==> config.mk <==
export PLATFORM = sky130hd
export DESIGN_NAME = arith_interval_coder_flat
export DESIGN_NICKNAME = d
export VERILOG_FILES = /design/src/rtl/arith_interval_coder_if.sv /design/src/rtl/arith_interval_coder.sv /design/src/flat_wrapper.sv
export SDC_FILE = /design/constraint.sdc
export NUM_CORES = 2
export LEC_CHECK = 0
export ABC_AREA = 1
export CORE_ASPECT_RATIO = 1.1
export CORE_MARGIN = 3
export CORE_UTILIZATION = 65
export DETAILED_ROUTE_END_ITERATION = 10
export PLACE_DENSITY = 0.82
export SLEW_MARGIN = 20
export SYNTH_ARGS = -nofsm -noshare
export SYNTH_HDL_FRONTEND = slang
export SYNTH_SLANG_ARGS = --single-unit
==> constraint.sdc <==
create_clock -name clk -period 15.5 [get_ports clk]
set_clock_uncertainty 0.2 [all_clocks]
set_input_delay 1.55 -clock clk [delete_from_list [all_inputs] [get_ports clk]]
set_output_delay 1.55 -clock clk [all_outputs]
set_load 0.01 [all_outputs]
==> src/rtl/arith_interval_coder_if.sv <==
// Bound-triple input and coded-bit output signals of the arithmetic interval coder.
// The master side is the model plus bit consumer; the slave side is the coder.
interface arith_interval_coder_if;
    logic [15:0] lower_bound_in;
    logic [15:0] upper_bound_in;
    logic [15:0] range_in;
    logic        valid_in;
    logic        flush_in;
    logic        bit_out;
    logic        bit_valid;
    logic        bit_ready;
    logic        done_out;
    logic        busy_out;
    logic        overflow_out;
    logic        error_out;

    modport master (
        output lower_bound_in, upper_bound_in, range_in, valid_in, flush_in, bit_ready,
        input  bit_out, bit_valid, done_out, busy_out, overflow_out, error_out
    );

    modport slave (
        input  lower_bound_in, upper_bound_in, range_in, valid_in, flush_in, bit_ready,
        output bit_out, bit_valid, done_out, busy_out, overflow_out, error_out
    );
endinterface

==> src/rtl/arith_interval_coder.sv <==
// Binary arithmetic-coding interval stage: FIFO of bound triples, serial divider,
// E1/E2/E3 renormalisation and a valid/ready bit serialiser with stream termination.
module arith_interval_coder #(
    parameter int FIFO_DEPTH = 16
) (
    input  logic                   clk,
    input  logic                   rst,
    arith_interval_coder_if.slave  bus
);
    localparam int AW = $clog2(FIFO_DEPTH);
    localparam logic [31:0] HALF = 32'h8000_0000;
    localparam logic [31:0] QTR  = 32'h4000_0000;
    localparam logic [31:0] QTR3 = 32'hC000_0000;

    typedef enum logic [2:0] {
        S_IDLE, S_DIVIDE, S_UPDATE, S_RENORM, S_EMIT, S_FLUSH, S_DONE
    } state_t;

    typedef struct packed {
        logic [15:0] lower;
        logic [15:0] upper;
        logic [15:0] total;
    } triple_t;

    triple_t     fifo_mem [FIFO_DEPTH];
    logic [AW:0] wr_ptr_q, wr_ptr_d;
    logic [AW:0] rd_ptr_q, rd_ptr_d;

    state_t      state_q, state_d;
    logic [31:0] low_q, low_d;
    logic [31:0] high_q, high_d;
    logic [15:0] pending_q, pending_d;
    triple_t     cur_q, cur_d;
    logic [32:0] dq_q, dq_d;          // dividend shifted out, quotient shifted in
    logic [15:0] rem_q, rem_d;
    logic [5:0]  div_cnt_q, div_cnt_d;
    logic        emit_first_q, emit_first_d;
    logic        ret_done_q, ret_done_d;
    logic        flush_q, flush_d;
    logic        bit_out_q, bit_out_d;
    logic        bit_valid_q, bit_valid_d;
    logic        done_q, done_d;
    logic        overflow_q, overflow_d;
    logic        error_q, error_d;

    logic        fifo_empty, fifo_full, push, pop, head_illegal;
    triple_t     head, triple_in;
    logic [16:0] rem_sh;
    logic        rem_ge;
    logic [31:0] prod_hi, prod_lo, lo_adj, hi_adj;
    logic [15:0] pend_inc;

    assign triple_in = '{lower: bus.lower_bound_in, upper: bus.upper_bound_in, total: bus.range_in};
    assign head      = fifo_mem[rd_ptr_q[AW-1:0]];

    assign fifo_empty   = (wr_ptr_q == rd_ptr_q);
    assign fifo_full    = (wr_ptr_q[AW] != rd_ptr_q[AW]) && (wr_ptr_q[AW-1:0] == rd_ptr_q[AW-1:0]);
    assign pop          = (state_q == S_IDLE) && !fifo_empty;
    assign push         = bus.valid_in && (!fifo_full || pop);
    assign head_illegal = (head.total == 16'd0) || (head.lower >= head.upper) ||
                          (head.upper > head.total);

    assign rem_sh   = {rem_q, dq_q[32]};
    assign rem_ge   = (rem_sh >= {1'b0, cur_q.total});
    // Only the low 32 bits of step*bound matter: the interval result is truncated anyway.
    assign prod_hi  = dq_q[31:0] * {16'h0000, cur_q.upper};
    assign prod_lo  = dq_q[31:0] * {16'h0000, cur_q.lower};
    assign pend_inc = (pending_q == 16'hFFFF) ? pending_q : pending_q + 16'd1;

    always_comb begin
        // NOTE: every _d starts from its _q so no branch can leave a latch behind.
        state_d      = state_q;
        low_d        = low_q;
        high_d       = high_q;
        pending_d    = pending_q;
        cur_d        = cur_q;
        dq_d         = dq_q;
        rem_d        = rem_q;
        div_cnt_d    = div_cnt_q;
        emit_first_d = emit_first_q;
        ret_done_d   = ret_done_q;
        flush_d      = flush_q | bus.flush_in;
        bit_out_d    = bit_out_q;
        bit_valid_d  = bit_valid_q;
        done_d       = 1'b0;
        overflow_d   = overflow_q | (bus.valid_in && fifo_full && !pop);
        error_d      = error_q;
        wr_ptr_d     = wr_ptr_q + {{AW{1'b0}}, push};
        rd_ptr_d     = rd_ptr_q + {{AW{1'b0}}, pop};
        lo_adj       = low_q;
        hi_adj       = high_q;

        case (state_q)
            S_IDLE: begin
                if (!fifo_empty) begin
                    cur_d = head;
                    if (head_illegal) begin
                        error_d = 1'b1;
                    end else begin
                        dq_d      = {1'b0, high_q} - {1'b0, low_q} + 33'd1;
                        rem_d     = 16'd0;
                        div_cnt_d = 6'd0;
                        state_d   = S_DIVIDE;
                    end
                end else if (flush_q) begin
                    state_d = S_FLUSH;
                end
            end

            S_DIVIDE: begin
                rem_d     = rem_ge ? rem_sh[15:0] - cur_q.total : rem_sh[15:0];
                dq_d      = {dq_q[31:0], rem_ge};
                div_cnt_d = div_cnt_q + 6'd1;
                if (div_cnt_q == 6'd32) state_d = S_UPDATE;
            end

            S_UPDATE: begin
                high_d  = low_q + prod_hi - 32'd1;
                low_d   = low_q + prod_lo;
                state_d = S_RENORM;
            end

            S_RENORM: begin
                if (high_q < HALF) begin
                    bit_out_d    = 1'b0;
                    bit_valid_d  = 1'b1;
                    emit_first_d = 1'b0;
                    ret_done_d   = 1'b0;
                    state_d      = S_EMIT;
                end else if (low_q >= HALF) begin
                    lo_adj       = low_q - HALF;
                    hi_adj       = high_q - HALF;
                    bit_out_d    = 1'b1;
                    bit_valid_d  = 1'b1;
                    emit_first_d = 1'b1;
                    ret_done_d   = 1'b0;
                    state_d      = S_EMIT;
                end else if (low_q >= QTR && high_q < QTR3) begin
                    lo_adj    = low_q - QTR;
                    hi_adj    = high_q - QTR;
                    pending_d = pend_inc;
                end else begin
                    state_d = S_IDLE;
                end
                if (state_d != S_IDLE) begin
                    low_d  = {lo_adj[30:0], 1'b0};
                    high_d = {hi_adj[30:0], 1'b1};
                end
            end

            S_EMIT: begin
                if (bus.bit_ready) begin
                    if (pending_q != 16'd0) begin
                        pending_d = pending_q - 16'd1;
                        bit_out_d = ~emit_first_q;
                    end else begin
                        bit_valid_d = 1'b0;
                        bit_out_d   = 1'b0;
                        done_d      = ret_done_q;
                        state_d     = ret_done_q ? S_DONE : S_RENORM;
                    end
                end
            end

            S_FLUSH: begin
                pending_d    = pend_inc;
                bit_out_d    = (low_q >= QTR);
                emit_first_d = (low_q >= QTR);
                bit_valid_d  = 1'b1;
                ret_done_d   = 1'b1;
                state_d      = S_EMIT;
            end

            S_DONE: begin
                low_d      = 32'h0000_0000;
                high_d     = 32'hFFFF_FFFF;
                pending_d  = 16'd0;
                flush_d    = 1'b0;
                overflow_d = 1'b0;
                error_d    = 1'b0;
                wr_ptr_d   = '0;
                rd_ptr_d   = '0;
                state_d    = S_IDLE;
            end

            default: state_d = S_IDLE;
        endcase
    end

    // NOTE: registers take only non-blocking assignments so every flop samples pre-edge values.
    always_ff @(posedge clk or negedge rst) begin
        if (!rst) begin
            state_q      <= S_IDLE;
            low_q        <= 32'h0000_0000;
            high_q       <= 32'hFFFF_FFFF;
            pending_q    <= 16'd0;
            cur_q        <= '0;
            dq_q         <= '0;
            rem_q        <= 16'd0;
            div_cnt_q    <= 6'd0;
            emit_first_q <= 1'b0;
            ret_done_q   <= 1'b0;
            flush_q      <= 1'b0;
            bit_out_q    <= 1'b0;
            bit_valid_q  <= 1'b0;
            done_q       <= 1'b0;
            overflow_q   <= 1'b0;
            error_q      <= 1'b0;
            wr_ptr_q     <= '0;
            rd_ptr_q     <= '0;
        end else begin
            state_q      <= state_d;
            low_q        <= low_d;
            high_q       <= high_d;
            pending_q    <= pending_d;
            cur_q        <= cur_d;
            dq_q         <= dq_d;
            rem_q        <= rem_d;
            div_cnt_q    <= div_cnt_d;
            emit_first_q <= emit_first_d;
            ret_done_q   <= ret_done_d;
            flush_q      <= flush_d;
            bit_out_q    <= bit_out_d;
            bit_valid_q  <= bit_valid_d;
            done_q       <= done_d;
            overflow_q   <= overflow_d;
            error_q      <= error_d;
            wr_ptr_q     <= wr_ptr_d;
            rd_ptr_q     <= rd_ptr_d;
        end
    end

    // NOTE: FIFO storage has no reset; the pointers alone decide which entries are valid.
    always_ff @(posedge clk) begin
        if (push) fifo_mem[wr_ptr_q[AW-1:0]] <= triple_in;
    end

    assign bus.bit_out      = bit_out_q;
    assign bus.bit_valid    = bit_valid_q;
    assign bus.done_out     = done_q;
    assign bus.overflow_out = overflow_q;
    assign bus.error_out    = error_q;
    assign bus.busy_out     = !fifo_empty || (state_q != S_IDLE) || flush_q;
endmodule

==> src/flat_wrapper.sv <==
// flat-port wrapper written by rule: the top's interface ports become plain ports
module arith_interval_coder_flat 
#(
    parameter int FIFO_DEPTH = 16
)
  (clk, rst, bus_lower_bound_in, bus_upper_bound_in, bus_range_in, bus_valid_in, bus_flush_in, bus_bit_ready, bus_bit_out, bus_bit_valid, bus_done_out, bus_busy_out, bus_overflow_out, bus_error_out);
  arith_interval_coder_if bus_i ();
  input  logic clk;
  input  logic rst;
  input wire logic [$bits(bus_i.lower_bound_in)-1:0] bus_lower_bound_in;
  input wire logic [$bits(bus_i.upper_bound_in)-1:0] bus_upper_bound_in;
  input wire logic [$bits(bus_i.range_in)-1:0] bus_range_in;
  input wire logic [$bits(bus_i.valid_in)-1:0] bus_valid_in;
  input wire logic [$bits(bus_i.flush_in)-1:0] bus_flush_in;
  input wire logic [$bits(bus_i.bit_ready)-1:0] bus_bit_ready;
  output wire logic [$bits(bus_i.bit_out)-1:0] bus_bit_out;
  output wire logic [$bits(bus_i.bit_valid)-1:0] bus_bit_valid;
  output wire logic [$bits(bus_i.done_out)-1:0] bus_done_out;
  output wire logic [$bits(bus_i.busy_out)-1:0] bus_busy_out;
  output wire logic [$bits(bus_i.overflow_out)-1:0] bus_overflow_out;
  output wire logic [$bits(bus_i.error_out)-1:0] bus_error_out;
  assign bus_i.lower_bound_in = bus_lower_bound_in;
  assign bus_i.upper_bound_in = bus_upper_bound_in;
  assign bus_i.range_in = bus_range_in;
  assign bus_i.valid_in = bus_valid_in;
  assign bus_i.flush_in = bus_flush_in;
  assign bus_i.bit_ready = bus_bit_ready;
  assign bus_bit_out = bus_i.bit_out;
  assign bus_bit_valid = bus_i.bit_valid;
  assign bus_done_out = bus_i.done_out;
  assign bus_busy_out = bus_i.busy_out;
  assign bus_overflow_out = bus_i.overflow_out;
  assign bus_error_out = bus_i.error_out;
  arith_interval_coder #(.FIFO_DEPTH(FIFO_DEPTH)) u_core (.clk(clk), .rst(rst), .bus(bus_i));
endmodule
-- Word level (Yosys, flattened, before mapping)
Memory sizes are Yosys's and may differ from the RTL's.
Index checks and enable logic that the tools add are counted.
- register bits after elaboration: 204
- memory bits (writable): 768
- input bits: 53
- output and inout port bits: 6
- word-level logic and storage cells: 172
- memories: 1
- memories (memory ; depth ; width ; read ports ; clocked after memory_dff ; write ports ; RTL line ; source):
    u_core.fifo_mem ; 16 ; 48 ; 1 ; 0 ; 1 ; arith_interval_coder.sv:25 ; triple_t fifo_mem [FIFO_DEPTH];
- add/subtract/negate cells: 15
- multiply operators: 2
- order comparisons: 7
- equality and inequality tests: 25
- muxes and demuxes: 64
- bitwise gates (word level): 4
- reduce and logical (&&, ||, !) cells: 34
- operators with widths (kind ; number):
    case mux 32 bit (3 select lines) ; 2
    two-way mux 31 bit ; 6
    two-way mux 16 bit ; 9
    two-way mux 33 bit ; 2
    case mux 33 bit (2 select lines) ; 1
    adder 32 bit ; 2
    < comparator 32 bit (second input constant) ; 2
    multiplier 32 x 16 -> 32 bit ; 2
    two-way mux 32 bit ; 2
    case mux 16 bit (4 select lines) ; 1
    subtractor 31 x 1 -> 31 bit (second input constant) ; 2
    subtractor 31 bit (second input constant) ; 2
    adder 33 x 1 -> 33 bit (second input constant) ; 1
    two-way mux 3 bit ; 11
    subtractor 32 x 32 -> 33 bit ; 1
    greater-or-equal comparator 32 x 31 -> 1 bit (second input constant) ; 1
    greater-or-equal comparator 32 bit (second input constant) ; 1
    case mux 16 bit (2 select lines) ; 1
    subtractor 32 x 1 -> 32 bit (second input constant) ; 1
    two-way mux 1 bit ; 18
    case mux 3 bit (6 select lines) ; 1
    greater-or-equal comparator 17 x 16 -> 1 bit ; 1
    adder 16 x 1 -> 16 bit (second input constant) ; 1
    == test 16 bit (second input constant) ; 1
    other kinds (38) ; 79

-- Logic depth before layout (Yosys ltp)
- word-level depth: 9
- depth in mapped cells: 30

-- Least setup slack after synthesis
OpenSTA, ideal clock, no wires.
- path type: reg-to-reg
- start point: register u_core.cur_q[19] in the netlist's numbering
- end point: register u_core.high_q[27]
- library setup time: 73 ps
- data arrival time: 5636 ps
- path slack: 9591 ps
- stages on the path, launching flop included: 26
- path buffers: 2
- period minus slack after synthesis: 5909 ps
- path through: dfrtp_1 -> clkbuf_1 -> buf_1 -> nand2_1 -> fa_1 -> inv_1 -> fa_1 -> inv_1 -> fa_1 -> inv_1 -> fa_1 -> fa_1 -> inv_1 -> fa_1 -> inv_1 -> ha_1 -> nand2_1 -> nor2_1 -> inv_1 -> nor2_1 -> inv_1 -> o31ai_1 -> nand2_1 -> nand3b_1 -> nand3_1 -> a21oi_1
- cells in the longest elaborated chain, start to end: 4
- ends and longest elaborated chain (item ; RTL line ; source):
    from (decl) ; arith_interval_coder.sv:33 ; triple_t cur_q, cur_d;
    from (signal assigned) ; arith_interval_coder.sv:216 ; cur_q <= cur_d;
    multiplier 32 x 16 -> 32 bit ; arith_interval_coder.sv:66 ; assign prod_hi = dq_q[31:0] * {16'h0000, cur_q.upper};
    adder 32 bit ; arith_interval_coder.sv:118 ; high_d = low_q + prod_hi - 32'd1;
    subtractor 32 x 1 -> 32 bit ; arith_interval_coder.sv:118 ;
    case mux 32 bit (3 select lines) ; arith_interval_coder.sv:93 ; case (state_q)
    to (signal assigned) ; arith_interval_coder.sv:214 ; high_q <= high_d;
    to (decl) ; arith_interval_coder.sv:31 ; logic [31:0] high_q, high_d;
No other way between the ends.
A chain may end at the register's enable or synchronous reset.

-- Worst setup path after layout
- start point: register u_core.dq_q[10]
- end point: register u_core.high_q[27]
- cells in the longest elaborated chain, start to end: 4
- ends and longest elaborated chain (item ; RTL line ; source):
    from (decl) ; arith_interval_coder.sv:34 ; logic [32:0] dq_q, dq_d;
    from (signal assigned) ; arith_interval_coder.sv:217 ; dq_q <= dq_d;
    multiplier 32 x 16 -> 32 bit ; arith_interval_coder.sv:66 ;
    adder 32 bit ; arith_interval_coder.sv:118 ;
    subtractor 32 x 1 -> 32 bit ; arith_interval_coder.sv:118 ;
    case mux 32 bit (3 select lines) ; arith_interval_coder.sv:93 ;
No other way between the ends.

==> impl_metrics.yaml <==
status:
  run_status: "finished clean"
global_routing:
  grt_pass1_vias: 56233
  antenna_found_initial: 2
  grt_max_degree: 193
  grt_use_total_pct: 34.6
  grt-ovfl-total: 0
  grt_pass1_wl_um: 302000
synthesis:
  syn_inst: 7745
  yosysUniqueCellTypes: 53
  synthArstFlopShare_pct: 21.0
  synth_top_flop_cell: "edfxtp_1"
  syn-mean-instance-area_um2: 9.11
  syn-cell-area_mm2: 0.0705
  yosys_register_bits: 972
  synth-edff-count: 768
  ys_seq_area_share_pct: 40.0
  ys_warn_count: 0
  synth_nets: 8755
worst_setup_path:
  crit_required_ns: 15.91
  start_kind: "flop"
  crit_path_end_kind: "flop"
  cp_max_fo: 18
  crit_arrival_ns: 7.55
  r2r_cells: 22
  crit_type: "reg -> reg"
timing:
  setup_tns_ns: 0
  worst_slew_pin_slew_ns: 1.09
  clock.fmax_ghz: 0.140
  min_period_over_period_pct: 46.0
  maxSlewViolCount: 0
  fin_hold_ws_ns: 0.281
  period_minus_slack_ns: 7.14
  rsz0062_at_grt: "false"
  slew_headroom_pct: 27.1
  setup_viol: 0
  hold_viol_final: 0
drt:
  drc: 0
  initialDrtViolationCount: 5834
  drtAntennaViolNets: 0
  totalWireLength_um: 191000
  wire_per_inst_um: 21.1
  via_per_inst: 6.03
  drt-pass1-iter-count: 8
  vias: 54695
worst_hold_path:
  hp-class: "reg -> reg"
  hold_depth: 2
finish:
  register_area_mm2: 0.0282
  fill_cells: 7789
  final_common_cell: "nand2_1"
  layout_common_cells: "nand2_1, inv_1, edfxtp_1"
  final_cells: 9072
  multi_input_area_mm2: 0.0351
  layout-drive-gt1-share_pct: 3.88
  finalNetCount: 8594
  syn_to_final_growth_pct: 6.48
clock_tree:
  clk_latency_ns: 0.71
  cts_num_sinks: 972
  cts_buffers: 93
  cts_tree: "built"
  holdBufCountCts: 0
  cts_buffer_depth: 3
  post-cts-setup-buffers: 0
  cts-resized-gates: 0
  clk_pin_slew_ns: 0.07
  root_buffer: "clkbuf_16"
  htree_num_levels: 3
floorplanning:
  die_w_um: 320
  io_pins: 59
  start_util_pct: 65.6
  num_rows: 126
  dieArea_mm2: 0.112
  die_h_um: 351
  coreArea_mm2: 0.108
placed_design:
  portBuffers: 58
  dp.cells: 8897
  place_congestion: 0.982
  dp_hpwl_um: 125000
flow_run:
  max-cap-violations: 0
[per-stage QoR]
step | setup WS, ns | cell area, um^2 | utilization (%)
CTS | 8.52 | 75100 | 69.8
global route | 7.95 | 75100 | 69.8
floorplan | 9.59 | 70500 | -
finish | 8.36 | 75100 | 69.8
detailed placement | 8.54 | 72000 | 67.0
global placement | 8.63 | 72000 | 67.0
[path summary, 6_finish.rpt]
kind                                      start                   end  slack, ns
hold reg to reg            u_core.bus.bit_valid  u_core.bus.bit_valid       0.28
min in group asynchronous                   rst     u_core.state_q[2]       0.63
hold / removal             u_core.bus.bit_valid  u_core.bus.bit_valid       0.28
max in group asynchronous                   rst      u_core.cur_q[39]      12.87
setup / recovery                u_core.dq_q[10]     u_core.high_q[27]       8.36
setup reg to reg                u_core.dq_q[10]     u_core.high_q[27]       8.36
[cells in the mapped netlist (3+ instances only)]
cell | count | area share [%]
nor4_1 | 5 | 0.044
dfstp_2 | 32 | 1.2
a22oi_1 | 22 | 0.23
buf_6 | 6 | 0.096
clkbuf_1 | 282 | 1.5
buf_2 | 70 | 0.50
a21o_1 | 16 | 0.17
o22ai_1 | 42 | 0.37
inv_1 | 1504 | 8.0
nand2_1 | 1807 | 9.6
edfxtp_1 | 768 | 33
inv_2 | 4 | 0.021
o21bai_1 | 19 | 0.20
o21a_1 | 11 | 0.12
clkinv_1 | 3 | 0.016
ha_1 | 273 | 4.8
buf_1 | 31 | 0.16
dfrtp_1 | 172 | 6.1
nor2_2 | 3 | 0.027
a31oi_1 | 30 | 0.27
nor2_1 | 525 | 2.8
or2_2 | 11 | 0.098
o21ai_1 | 8 | 0.057
nand3b_1 | 8 | 0.085
o211ai_1 | 45 | 0.48
a21oi_1 | 265 | 1.9
nor3_1 | 33 | 0.23
o221ai_1 | 96 | 1.2
a21boi_0 | 10 | 0.11
xnor2_1 | 34 | 0.42
fa_1 | 684 | 19
o21ai_0 | 476 | 3.4
nand4_1 | 46 | 0.41
xor2_1 | 48 | 0.60
buf_4 | 4 | 0.043
nand3_1 | 328 | 2.3
[area by class of cell]
type / instances / share of cell area, %
sequential: 972 / 37.6
multi-input combinational: 4867 / 46.8
antenna: 4 / 0.0133
clock inverter: 57 / 0.816
inverter: 1512 / 7.58
clock buffer: 114 / 3.25
timing repair buffer: 138 / 1.60
tap: 1408 / 2.35
[metal layers]
layer  wire length, um  vias up  share of wire [%]  global-route usage, %
li1                  -    24150                  -                      -
met1             66400    26561                 35                   41.5
met2             93000     3152                 49                   58.3
met3             18000      832                9.4                   5.54
met4             14100        0                7.4                   22.7
met5                 0        -                  0                  0.128
[sequential cells by signal, indices dropped and copies added (netlist names)]
name                     cells
u_core.bus.bit_out           1
u_core.bus.bit_valid         1
u_core.bus.done_out          1
u_core.bus.error_out         1
u_core.bus.overflow_out      1
u_core.cur_q                48
u_core.div_cnt_q             6
u_core.dq_q                 33
u_core.emit_first_q          1
u_core.fifo_mem            768
u_core.flush_q               1
u_core.high_q               32
u_core.low_q                32
u_core.pending_q            16
u_core.rd_ptr_q              5
u_core.rem_q                16
u_core.ret_done_q            1
u_core.state_q               3
u_core.wr_ptr_q              5
[worst max-delay path: stages, from the launching register on]
cell and delay (ns):
dfrtp_1 0.89, buf_4 0.42, nand2_1 0.12, fa_1 0.57
inv_1 0.05, fa_1 0.55, fa_1 0.45, fa_1 0.49
fa_1 0.50, inv_1 0.05, fa_1 0.47, inv_1 0.04
ha_1 0.38, nand2_1 0.17, nor2_1 0.16, inv_1 0.05
nor2_1 0.18, inv_1 0.11, o31ai_1 0.62, nand2_1 0.19
nand3b_1 0.14, nand3_1 0.08, a21oi_1 0.15
[logic make-up after synthesis]
family	after synthesis	share of synthesized area, %
fa+ha+maj	957	24.3
mux	1	0.0142
flops	972	40.0
buf+inv	1906	10.4
compound gates	1053	8.61
xor+xnor	82	1.02
simple gates	2774	15.7
Power is left out: the tool's default activity adds up to more than one toggle a clock period on the data nets, which glitch-free logic cannot reach.
